<file path="config.mk">
export PLATFORM = sky130hd
export DESIGN_NAME = read_cache
export DESIGN_NICKNAME = d
export VERILOG_FILES = /design/src/rtl/read_cache_pkg.sv /design/src/rtl/read_cache_array.sv /design/src/rtl/read_cache.sv
export SDC_FILE = /design/constraint.sdc
export NUM_CORES = 1
export LEC_CHECK = 0
export ABC_AREA = 1
export CAP_MARGIN = 20
export CELL_PAD_IN_SITES_DETAIL_PLACEMENT = 1
export CELL_PAD_IN_SITES_GLOBAL_PLACEMENT = 1
export CORE_MARGIN = 2
export CORE_UTILIZATION = 44
export DETAILED_ROUTE_END_ITERATION = 10
export HOLD_SLACK_MARGIN = 0.03
export PLACE_DENSITY_LB_ADDON = 0.3
export RECOVER_POWER = 50
export SETUP_SLACK_MARGIN = 0.2
export SLEW_MARGIN = 20
export SYNTH_ARGS = -nofsm -noshare
export SYNTH_HDL_FRONTEND = slang
export SYNTH_SLANG_ARGS = --single-unit
</file>
<file path="constraint.sdc">
create_clock -name clock -period 4.8 [get_ports clock]
set_clock_uncertainty 0.2 [all_clocks]
set_input_delay 0.72 -clock clock [delete_from_list [all_inputs] [get_ports clock]]
set_output_delay 0.72 -clock clock [all_outputs]
set_load 0.05 [all_outputs]
</file>
<file path="src/rtl/read_cache_pkg.sv">
// Shared command codes and controller states for the read cache, the core model
// and the memory model.
package read_cache_pkg;

  localparam int WORD_W = 32;

  typedef enum logic [3:0] {
    CMD_IDLE  = 4'h0,
    CMD_READ  = 4'h1,
    CMD_WRITE = 4'h2
  } cmd_e;

  typedef enum logic [2:0] {
    ST_IDLE,
    ST_MISS_REQ,
    ST_MISS_WAIT,
    ST_WR_REQ,
    ST_WR_WAIT,
    ST_RESP
  } state_e;

  function automatic logic [WORD_W-1:0] word_align(input logic [WORD_W-1:0] addr);
    return {addr[WORD_W-1:2], 2'b00};
  endfunction

endpackage

</file>
<file path="src/rtl/read_cache_array.sv">
// Direct-mapped tag/valid/data storage: one combinational read port, one write
// port, and a bulk valid clear that wins over a same-cycle write.
module read_cache_array
  import read_cache_pkg::*;
#(
  parameter int LINES = 16,
  parameter int IDX_W = $clog2(LINES),
  parameter int TAG_W = 30 - IDX_W
) (
  input  logic              clock,
  input  logic              reset,
  input  logic              clear,
  input  logic [IDX_W-1:0]  rd_idx,
  output logic              rd_valid,
  output logic [TAG_W-1:0]  rd_tag,
  output logic [WORD_W-1:0] rd_data,
  input  logic              wr_en,
  input  logic [IDX_W-1:0]  wr_idx,
  input  logic [TAG_W-1:0]  wr_tag,
  input  logic [WORD_W-1:0] wr_data
);

  logic [LINES-1:0]  valid;
  logic [TAG_W-1:0]  tags [LINES];
  logic [WORD_W-1:0] words [LINES];

  always_ff @(posedge clock or negedge reset) begin
    if (!reset) begin
      valid <= '0;
    end else if (clear) begin
      valid <= '0;
    end else if (wr_en) begin
      valid[wr_idx] <= 1'b1;
    end
  end

  // Tag and data need no reset: they are only trusted behind a valid bit.
  always_ff @(posedge clock) begin
    if (wr_en) begin
      tags[wr_idx]  <= wr_tag;
      words[wr_idx] <= wr_data;
    end
  end

  assign rd_valid = valid[rd_idx];
  assign rd_tag   = tags[rd_idx];
  assign rd_data  = words[rd_idx];

endmodule

</file>
<file path="src/rtl/read_cache.sv">
// Direct-mapped, one-word-per-line read cache with write-through, no-allocate
// writes and deferred flush while a memory transaction is in flight.
module read_cache
  import read_cache_pkg::*;
#(
  parameter int LINES = 16
) (
  input  logic        clock,
  input  logic        reset,
  input  logic [3:0]  cCommand,
  input  logic [31:0] cAddress,
  input  logic [31:0] cData,
  output logic        hReady,
  output logic        hSignal,
  output logic [31:0] hData,
  input  logic        flush,
  output logic [3:0]  mCommand,
  output logic [31:0] mAddress,
  output logic [31:0] mData,
  input  logic        mReady,
  input  logic        mSignal,
  input  logic [31:0] mData_r
);

  localparam int IDX_W = $clog2(LINES);
  localparam int TAG_W = 30 - IDX_W;

  state_e            state, state_nxt;
  logic              flush_pend;
  logic [31:0]       req_addr, req_data, resp_data;
  logic              rd_valid, hit, is_read, is_write, accept, clear_all;
  logic [TAG_W-1:0]  rd_tag;
  logic [31:0]       rd_data;
  logic              wr_en;
  logic [IDX_W-1:0]  wr_idx;
  logic [TAG_W-1:0]  wr_tag;
  logic [31:0]       wr_data;
  logic              unused_byte_bits;

  assign unused_byte_bits = ^cAddress[1:0];
  assign is_read  = (cCommand == CMD_READ);
  assign is_write = (cCommand == CMD_WRITE);
  assign hit      = rd_valid && (rd_tag == cAddress[31 -: TAG_W]);

  read_cache_array #(.LINES(LINES), .IDX_W(IDX_W), .TAG_W(TAG_W)) u_array (
    .clock    (clock),
    .reset    (reset),
    .clear    (clear_all),
    .rd_idx   (cAddress[2 +: IDX_W]),
    .rd_valid (rd_valid),
    .rd_tag   (rd_tag),
    .rd_data  (rd_data),
    .wr_en    (wr_en),
    .wr_idx   (wr_idx),
    .wr_tag   (wr_tag),
    .wr_data  (wr_data)
  );

  always_comb begin
    state_nxt = state;
    hReady    = 1'b0;
    hSignal   = 1'b0;
    mCommand  = CMD_IDLE;
    accept    = 1'b0;
    clear_all = 1'b0;
    wr_en     = 1'b0;
    wr_idx    = cAddress[2 +: IDX_W];
    wr_tag    = cAddress[31 -: TAG_W];
    wr_data   = cData;
    case (state)
      ST_IDLE: begin
        hReady    = !flush;
        clear_all = flush;
        if (!flush && (is_read || is_write)) begin
          accept = 1'b1;
          if (is_write) begin
            state_nxt = ST_WR_REQ;
            wr_en     = hit;  // write-through updates a resident line only
          end else begin
            state_nxt = hit ? ST_RESP : ST_MISS_REQ;
          end
        end
      end
      ST_MISS_REQ: begin
        mCommand = CMD_READ;
        if (mReady) state_nxt = ST_MISS_WAIT;
      end
      ST_MISS_WAIT: begin
        if (mSignal) begin
          wr_en     = 1'b1;
          wr_idx    = req_addr[2 +: IDX_W];
          wr_tag    = req_addr[31 -: TAG_W];
          wr_data   = mData_r;
          state_nxt = ST_RESP;
        end
      end
      ST_WR_REQ: begin
        mCommand = CMD_WRITE;
        if (mReady) state_nxt = ST_WR_WAIT;
      end
      ST_WR_WAIT: begin
        if (mSignal) state_nxt = ST_RESP;
      end
      ST_RESP: begin
        hSignal   = 1'b1;
        clear_all = flush_pend || flush;  // deferred flush lands after the fill
        state_nxt = ST_IDLE;
      end
      default: state_nxt = ST_IDLE;
    endcase
  end

  always_ff @(posedge clock or negedge reset) begin
    if (!reset) begin
      state      <= ST_IDLE;
      flush_pend <= 1'b0;
      req_addr   <= '0;
      req_data   <= '0;
      resp_data  <= '0;
    end else begin
      state <= state_nxt;
      if (accept) begin
        req_addr  <= word_align(cAddress);
        req_data  <= cData;
        resp_data <= is_read ? rd_data : '0;
      end
      if (state == ST_MISS_WAIT && mSignal) resp_data <= mData_r;
      if (state == ST_RESP) flush_pend <= 1'b0;
      else if (state != ST_IDLE && flush) flush_pend <= 1'b1;
    end
  end

  assign hData    = (state == ST_RESP) ? resp_data : '0;
  assign mAddress = req_addr;
  assign mData    = req_data;

endmodule

</file>
==> results of run 1 <==
tightest hold or removal path, delay by kind of cell, from the launching register on:
family	cells	cell delay [ns]
flip-flops	1	0.34
AO/OA/AOI/OAI	1	0.06
AND/OR/NAND/NOR	1	0.05
cell type report:
cell class | count | area (um2)
clock buffers | 137 | 2884
flip-flops and latches | 1042 | 30720
repair buffers | 345 | 3387
multi-input cells | 2215 | 10420
well taps | 1276 | 1597
fillers | 10020 | 46320
inverters | 251 | 959.7
clock inverters | 63 | 563.0
path summary, 6_finish.rpt:
check	to	start	slack (ns)	depth (start not counted)
hold reg to reg	mData[20]	mData[20]	0.28	2
hold / removal	mData[20]	mData[20]	0.28	2
max in group clock	u_array.valid[13]	state[0]	0.73	9
setup reg to reg	u_array.valid[13]	state[0]	0.73	9
setup / recovery	mData[16]	reset	0.70	3
min in group asynchronous	mAddress[22]	reset	1.03	2
kinds of logic after synthesis:
logic type | after synthesis | share of synthesized area (%)
other | 1 | 0.008718
AOI/OAI and AO/OA | 774 | 10.17
muxes | 19 | 0.4421
DFF | 1042 | 71.42
buffers and inverters | 492 | 4.669
and+or+nand+nor | 1418 | 13.30
layer usage:
metal,vias up,global-route usage [%]
li1,13620,-
met1,15510,34.98
met2,1142,44.45
met3,238,4.526
met4,2,8.394
met5,-,0
Yosys cell counts (2+ instances only):
| library cell | instances | area, um2 |
|---|---|---|
| o211ai_1 | 67 | 503.0 |
| nor2_4 | 2 | 22.52 |
| dfrtp_1 | 114 | 2853 |
| o22ai_1 | 64 | 400.4 |
| o21ai_0 | 498 | 2492 |
| a21oi_1 | 31 | 155.2 |
| nand3_1 | 240 | 1201 |
| edfxtp_1 | 928 | 27870 |
| buf_2 | 57 | 285.3 |
| buf_6 | 4 | 45.04 |
| nor3_1 | 6 | 30.03 |
| o221ai_1 | 64 | 560.5 |
| inv_1 | 241 | 904.6 |
| buf_4 | 16 | 120.1 |
| buf_1 | 19 | 71.32 |
| nor2_1 | 491 | 1843 |
| clkbuf_1 | 145 | 544.3 |
| inv_2 | 4 | 15.01 |
| mux2i_1 | 19 | 190.2 |
| o21ai_1 | 48 | 240.2 |
| nand3_4 | 2 | 35.03 |
| clkinv_1 | 6 | 22.52 |
| nand2_1 | 659 | 2474 |
| nand4_1 | 16 | 100.1 |
sequential cells by signal, summed over array words and instances, names as in the netlist:
name	flops
u_array.tags	416
mData	32
resp_data	32
mAddress	30
flush_pend	1
u_array.valid	16
state	3
u_array.words	512
power by group through the flow:
stage               Combinational (mW)  Sequential, mW  Clock [mW]
floorplan                         1.71            12.0           0
global placement                  4.14            11.2           0
detailed placement                4.26            11.2           0
CTS                               4.30            11.0        8.37
global route                      4.47            11.1        8.69
finish                            4.13            11.0        8.26
metrics by stage:
| stage | util, % | cell area, um2 | hold WS, ns | setup TNS, ns |
|---|---|---|---|---|
| after floorplan | - | 43030 | 0.2244 | -607.99 |
| after global placement | 48.82 | 47280 | 0.2678 | 0 |
| after detailed placement | 48.82 | 47290 | 0.2762 | 0 |
| after CTS | 52.39 | 50740 | 0.2914 | 0 |
| after global routing | 52.18 | 50530 | 0.3046 | 0 |
| final | 52.18 | 50530 | 0.2826 | 0 |
placed cells by master, fill, tap and decap left out, types with 5 or more instances in the layout:
| cell | count |
|---|---|
| a21oi_1 | 31 |
| buf_12 | 38 |
| buf_4 | 56 |
| bufinv_16 | 10 |
| clkbuf_1 | 72 |
| clkbuf_16 | 110 |
| clkdlybuf4s50_1 | 141 |
| clkinv_1 | 32 |
| clkinv_2 | 18 |
| clkinvlp_4 | 5 |
| dfrtp_1 | 114 |
| dlygate4sd3_1 | 55 |
| edfxtp_1 | 928 |
| inv_1 | 241 |
| mux2i_1 | 19 |
| nand2_1 | 659 |
| nand3_1 | 240 |
| nand4_1 | 16 |
| nor2_1 | 476 |
| nor2_4 | 18 |
| nor3_1 | 6 |
| o211ai_1 | 67 |
| o21ai_0 | 494 |
| o21ai_1 | 52 |
| o221ai_1 | 64 |
| o22ai_1 | 64 |
==> flow_metrics.tcl, run 1 <==
set metrics [dict create \
    critPathArrivalTime_ns 4.30 \
    drive_above_1_share_pct 6.834 \
    grt_max_degree 119 \
    wl_met1_um 54420 \
    worst_slack_ns 0.7028 \
    slew_violations 238 \
    finalHoldViolations 0 \
    io_buffers 200 \
    cts_resized 0 \
    dr_wl_met3_um 9066 \
    power.internal_mw 16.56 \
    hold_buffers 1 \
    syn_avg_cell_area_um2 11.48 \
    grt_pass1_wl_um 197700 \
    core_area_mm2 0.09685 \
    clk_pin_slew_ns 0.06 \
    dp_cells 5128 \
    synth_cells 3746 \
    synth_cell_type_count 29 \
    cts.sinks 1042 \
    critPathRequiredTime_ns 5.00 \
    finalPower_mw 23.41 \
    antenna_found_initial 4 \
    vias_per_cell 5.725 \
    period_minus_slack_ns 4.097 \
    critical_path_class "in -> async" \
    drt-initial-drc-count 3178 \
    top_layer_used "met5" \
    dr_wl_met2_um 64870 \
    grtUsageTotal_pct 26.41 \
    ant_nets 0 \
    cts_root_buf "clkbuf_16" \
    crit_path_end_kind "asynchronous set/reset pin" \
    grt_overflow 0 \
    swShare_pct 29.24 \
    power.leakage_nw 18.26 \
    p_per_area_mw_per_mm2 463.3 \
    outcome "complete, but fails checks" \
    cts_buffer_depth 3 \
    relSlewSlack_pct -47.73 \
    drt-pass1-iter-count 6 \
    path_delay_family "buffers and inverters" \
    diodes 0 \
    avgRoutedWirePerCell_um 24.82 \
    pwr-share-clk_pct 35.3 \
    final_nets 4068 \
    dieArea_mm2 0.1003 \
    worst-path-buf-inv 3 \
    synth-seq-area-share_pct 71.42 \
    postRouteWirelength_um 132200 \
    dr_total_vias 30510 \
    clock.fmax_mhz 244.1 \
    clock_latency_ns 0.69 \
    rsz0062_at_grt "false" \
    violations "max-capacitance violations, max-slew violations" \
    power.sequential.fraction_pct 47.1 \
    chipWidth_um 316.7 \
    route.detailed.drc 0 \
    cap_violations 11 \
    path_cells "dlygate4sd3_1 > clkbuf_2 > clkbuf_1" \
    ios 207 \
    p_sw_mw 6.846 \
    syn_to_final_growth_pct 17.48 \
    async_flop_share_pct 10.94 \
    cts_tree "built" \
    critPathLaunchType "input pin" \
    hpwl_um 73790 \
    synth_seq_cells 1042 \
    cts-buffers-inserted 108 \
    synth_edf_count 928 \
    die-height_um 316.7 \
    period_share_pct 85.36 \
    gp_congestion 0.7925 \
    ys_warn_count 0 \
    power_frac_comb_pct 17.7 \
    critical-path-max-stage-delay_ns 1.54 \
    fin_cells 5329 \
    hp-class "reg -> reg" \
    crit_slowest_cell "clkbuf_2" \
    grt_pass1_vias 32060 \
    ir_worst_vdd_v 0.0003488 \
    cts_setup_buffers 0 \
    setup_viol 0 \
    netlist_area_mm2 0.04301 \
    initial_core_util_pct 44.41 \
    htree_num_levels 3 \
    rows 114 \
    synth_ff_type "edfxtp_1" \
    cp_max_fo 60 \
    dp_slack_ns 0.3162 \
    worst_slew_pin_slew_ns 2.193 \
]
Note: power is estimated with default switching activity, not from simulation.
==> run 2: changes to the inputs <==
CORE_MARGIN = 4   (was 2)
CTS_CLUSTER_DIAMETER = 100   (was not set)
RECOVER_POWER = not set   (was 50)
==> flow_metrics.tcl, run 2 (synthesis results as in run 1) <==
set metrics [dict create \
    clock.fmax_mhz 241.4 \
    finalHoldViolations 0 \
    cts.sinks 1042 \
    cts_tree "built" \
    dieArea_mm2 0.1028 \
    worst_slew_pin_slew_ns 1.116 \
    initial_core_util_pct 44.41 \
    rsz0062_at_grt "false" \
    route.detailed.drc 0 \
    postRouteWirelength_um 133900 \
    ant_nets 0 \
    fin_cells 5327 \
    htree_num_levels 3 \
    grtUsageTotal_pct 25.75 \
    final_common_cell "edfxtp_1" \
    outcome "finished, final reports clean" \
    relSlewSlack_pct 25.57 \
    period_minus_slack_ns 4.143 \
    final_util_pct 52.72 \
    clock_latency_ns 0.70 \
    path_cells "inv_1 > nor3_1 > clkinv_1 > buf_4 > nor2_1 > clkdlybuf4s50_1" \
    cts_root_buf "clkbuf_16" \
    cts_buffer_depth 3 \
    final_nets 4066 \
    chipWidth_um 320.7 \
    power.leakage_nw 18.48 \
    drive_above_1_share_pct 8.368 \
    worst-path-buf-inv 4 \
    dp_cells 5127 \
    critPathArrivalTime_ns 3.22 \
    antenna_found_initial 1 \
    p_per_area_mw_per_mm2 469.1 \
    rows 114 \
    syn_to_final_growth_pct 18.72 \
    reg2reg_slack_ns 1.43 \
    io_buffers 200 \
    path_delay_family "buffers and inverters" \
    finalPower_mw 23.95 \
    largest_reg_flops 512 \
    avgRoutedWirePerCell_um 25.14 \
    critPathLaunchType "flop" \
    drt-initial-drc-count 2982 \
    clk_pin_slew_ns 0.06 \
    gp_congestion 0.7890 \
    setup_viol 0 \
    core_area_mm2 0.09685 \
    dp_slack_ns 0.4141 \
    cts_setup_buffers 0 \
    drt-pass1-iter-count 5 \
    die-height_um 320.7 \
    hp-class "reg -> reg" \
    worst_slack_ns 0.6570 \
    vias_per_cell 5.759 \
    grt_max_degree 118 \
    slew_violations 0 \
    whs_ns 0.2802 \
    grt_pass1_wl_um 200800 \
    largest_registers "u_array.words (512), u_array.tags (416)" \
    cts-buffers-inserted 107 \
    ir_worst_vdd_v 0.0003401 \
    crit_path_end_kind "primary output" \
    cap_violations 0 \
    cp_max_fo 19 \
    diodes 0 \
    grt_overflow 0 \
    critical-path-max-stage-delay_ns 0.91 \
    grt_pass1_vias 32210 \
    crit_slowest_cell "clkdlybuf4s50_1" \
    critPathRequiredTime_ns 3.88 \
    critical_path_class "reg -> out" \
    dr_total_vias 30680 \
    period_share_pct 86.31 \
    ios 207 \
    final_cell_mix "edfxtp_1, nand2_1, o21ai_0" \
    regMostFlops "u_array.words" \
    hpwl_um 73930 \
]
## run 2: changes by cell type in the layout (fill, tap and decap cells not counted), moves of 7 or more
cell | previous run | this run
clkdlybuf4s50_1 | 141 | 194
buf_12 | 38 | 49
dlygate4sd3_1 | 55 | 1
buf_4 | 56 | 96
clkinv_2 | 18 | 11
clkbuf_1 | 72 | 25
## run 2: power breakdown
group	internal [mW]	total (mW)	switching (mW)
clock	5.03	8.61	3.58
combinational	1.27	4.32	3.05
sequential	10.7	11.0	0.357
total	17.0	24.0	6.99
## run 2: path summary, 6_finish.rpt
path | from | end | cells after the start
worst max-delay path | state[0] | hData[28] | 6
worst min-delay path | mData[20] | mData[20] | 2
worst max register to register | state[2] | u_array.words[0][26] | 14
worst min register to register | mData[20] | mData[20] | 2
max in group asynchronous | reset | resp_data[15] | 3
min in group asynchronous | reset | mAddress[30] | 2
## run 2: final cells by class
cell class                      count  area [um2]
Clock inverter                     58       715.7
Inverter                          251       959.7
Timing Repair Buffer              344        3702
Tap cell                         1276        1597
Fill cell                        9964       45790
Sequential cell                  1042       30720
Clock buffer                      141        2907
Multi-Input combinational cell   2215       10460
## run 2: timing repair
item                       in CTS  in global routing
setup endpoints to repair       0                  0
resized for setup               0                  0
hold buffers                    1                  0
hold endpoints to repair       64                  0
## run 2: worst reg2reg max path: cells and delay by family (launching register included)
family	cells	cell delay (ns)
AO/OA/AOI/OAI	1	0.28
buffers and inverters	6	0.98
flip-flops	1	0.40
AND/OR/NAND/NOR	7	1.20
## run 2: layer usage
metal  share of wire [%]  track usage (%)  vias up
met5                   0                0        -
met4                 2.7            7.268        0
met3                 6.5            4.266      235
met2                  49            43.49     1056
met1                  42            34.70    15780
li1                    -                -    13610
## run 2: stage by stage
stage | area, um2 | TNS, ns
CTS | 51040 | 0
global route | 51060 | 0
floorplan | 43030 | -607.99
global placement | 47410 | 0
finish | 51060 | 0
detailed placement | 47410 | 0
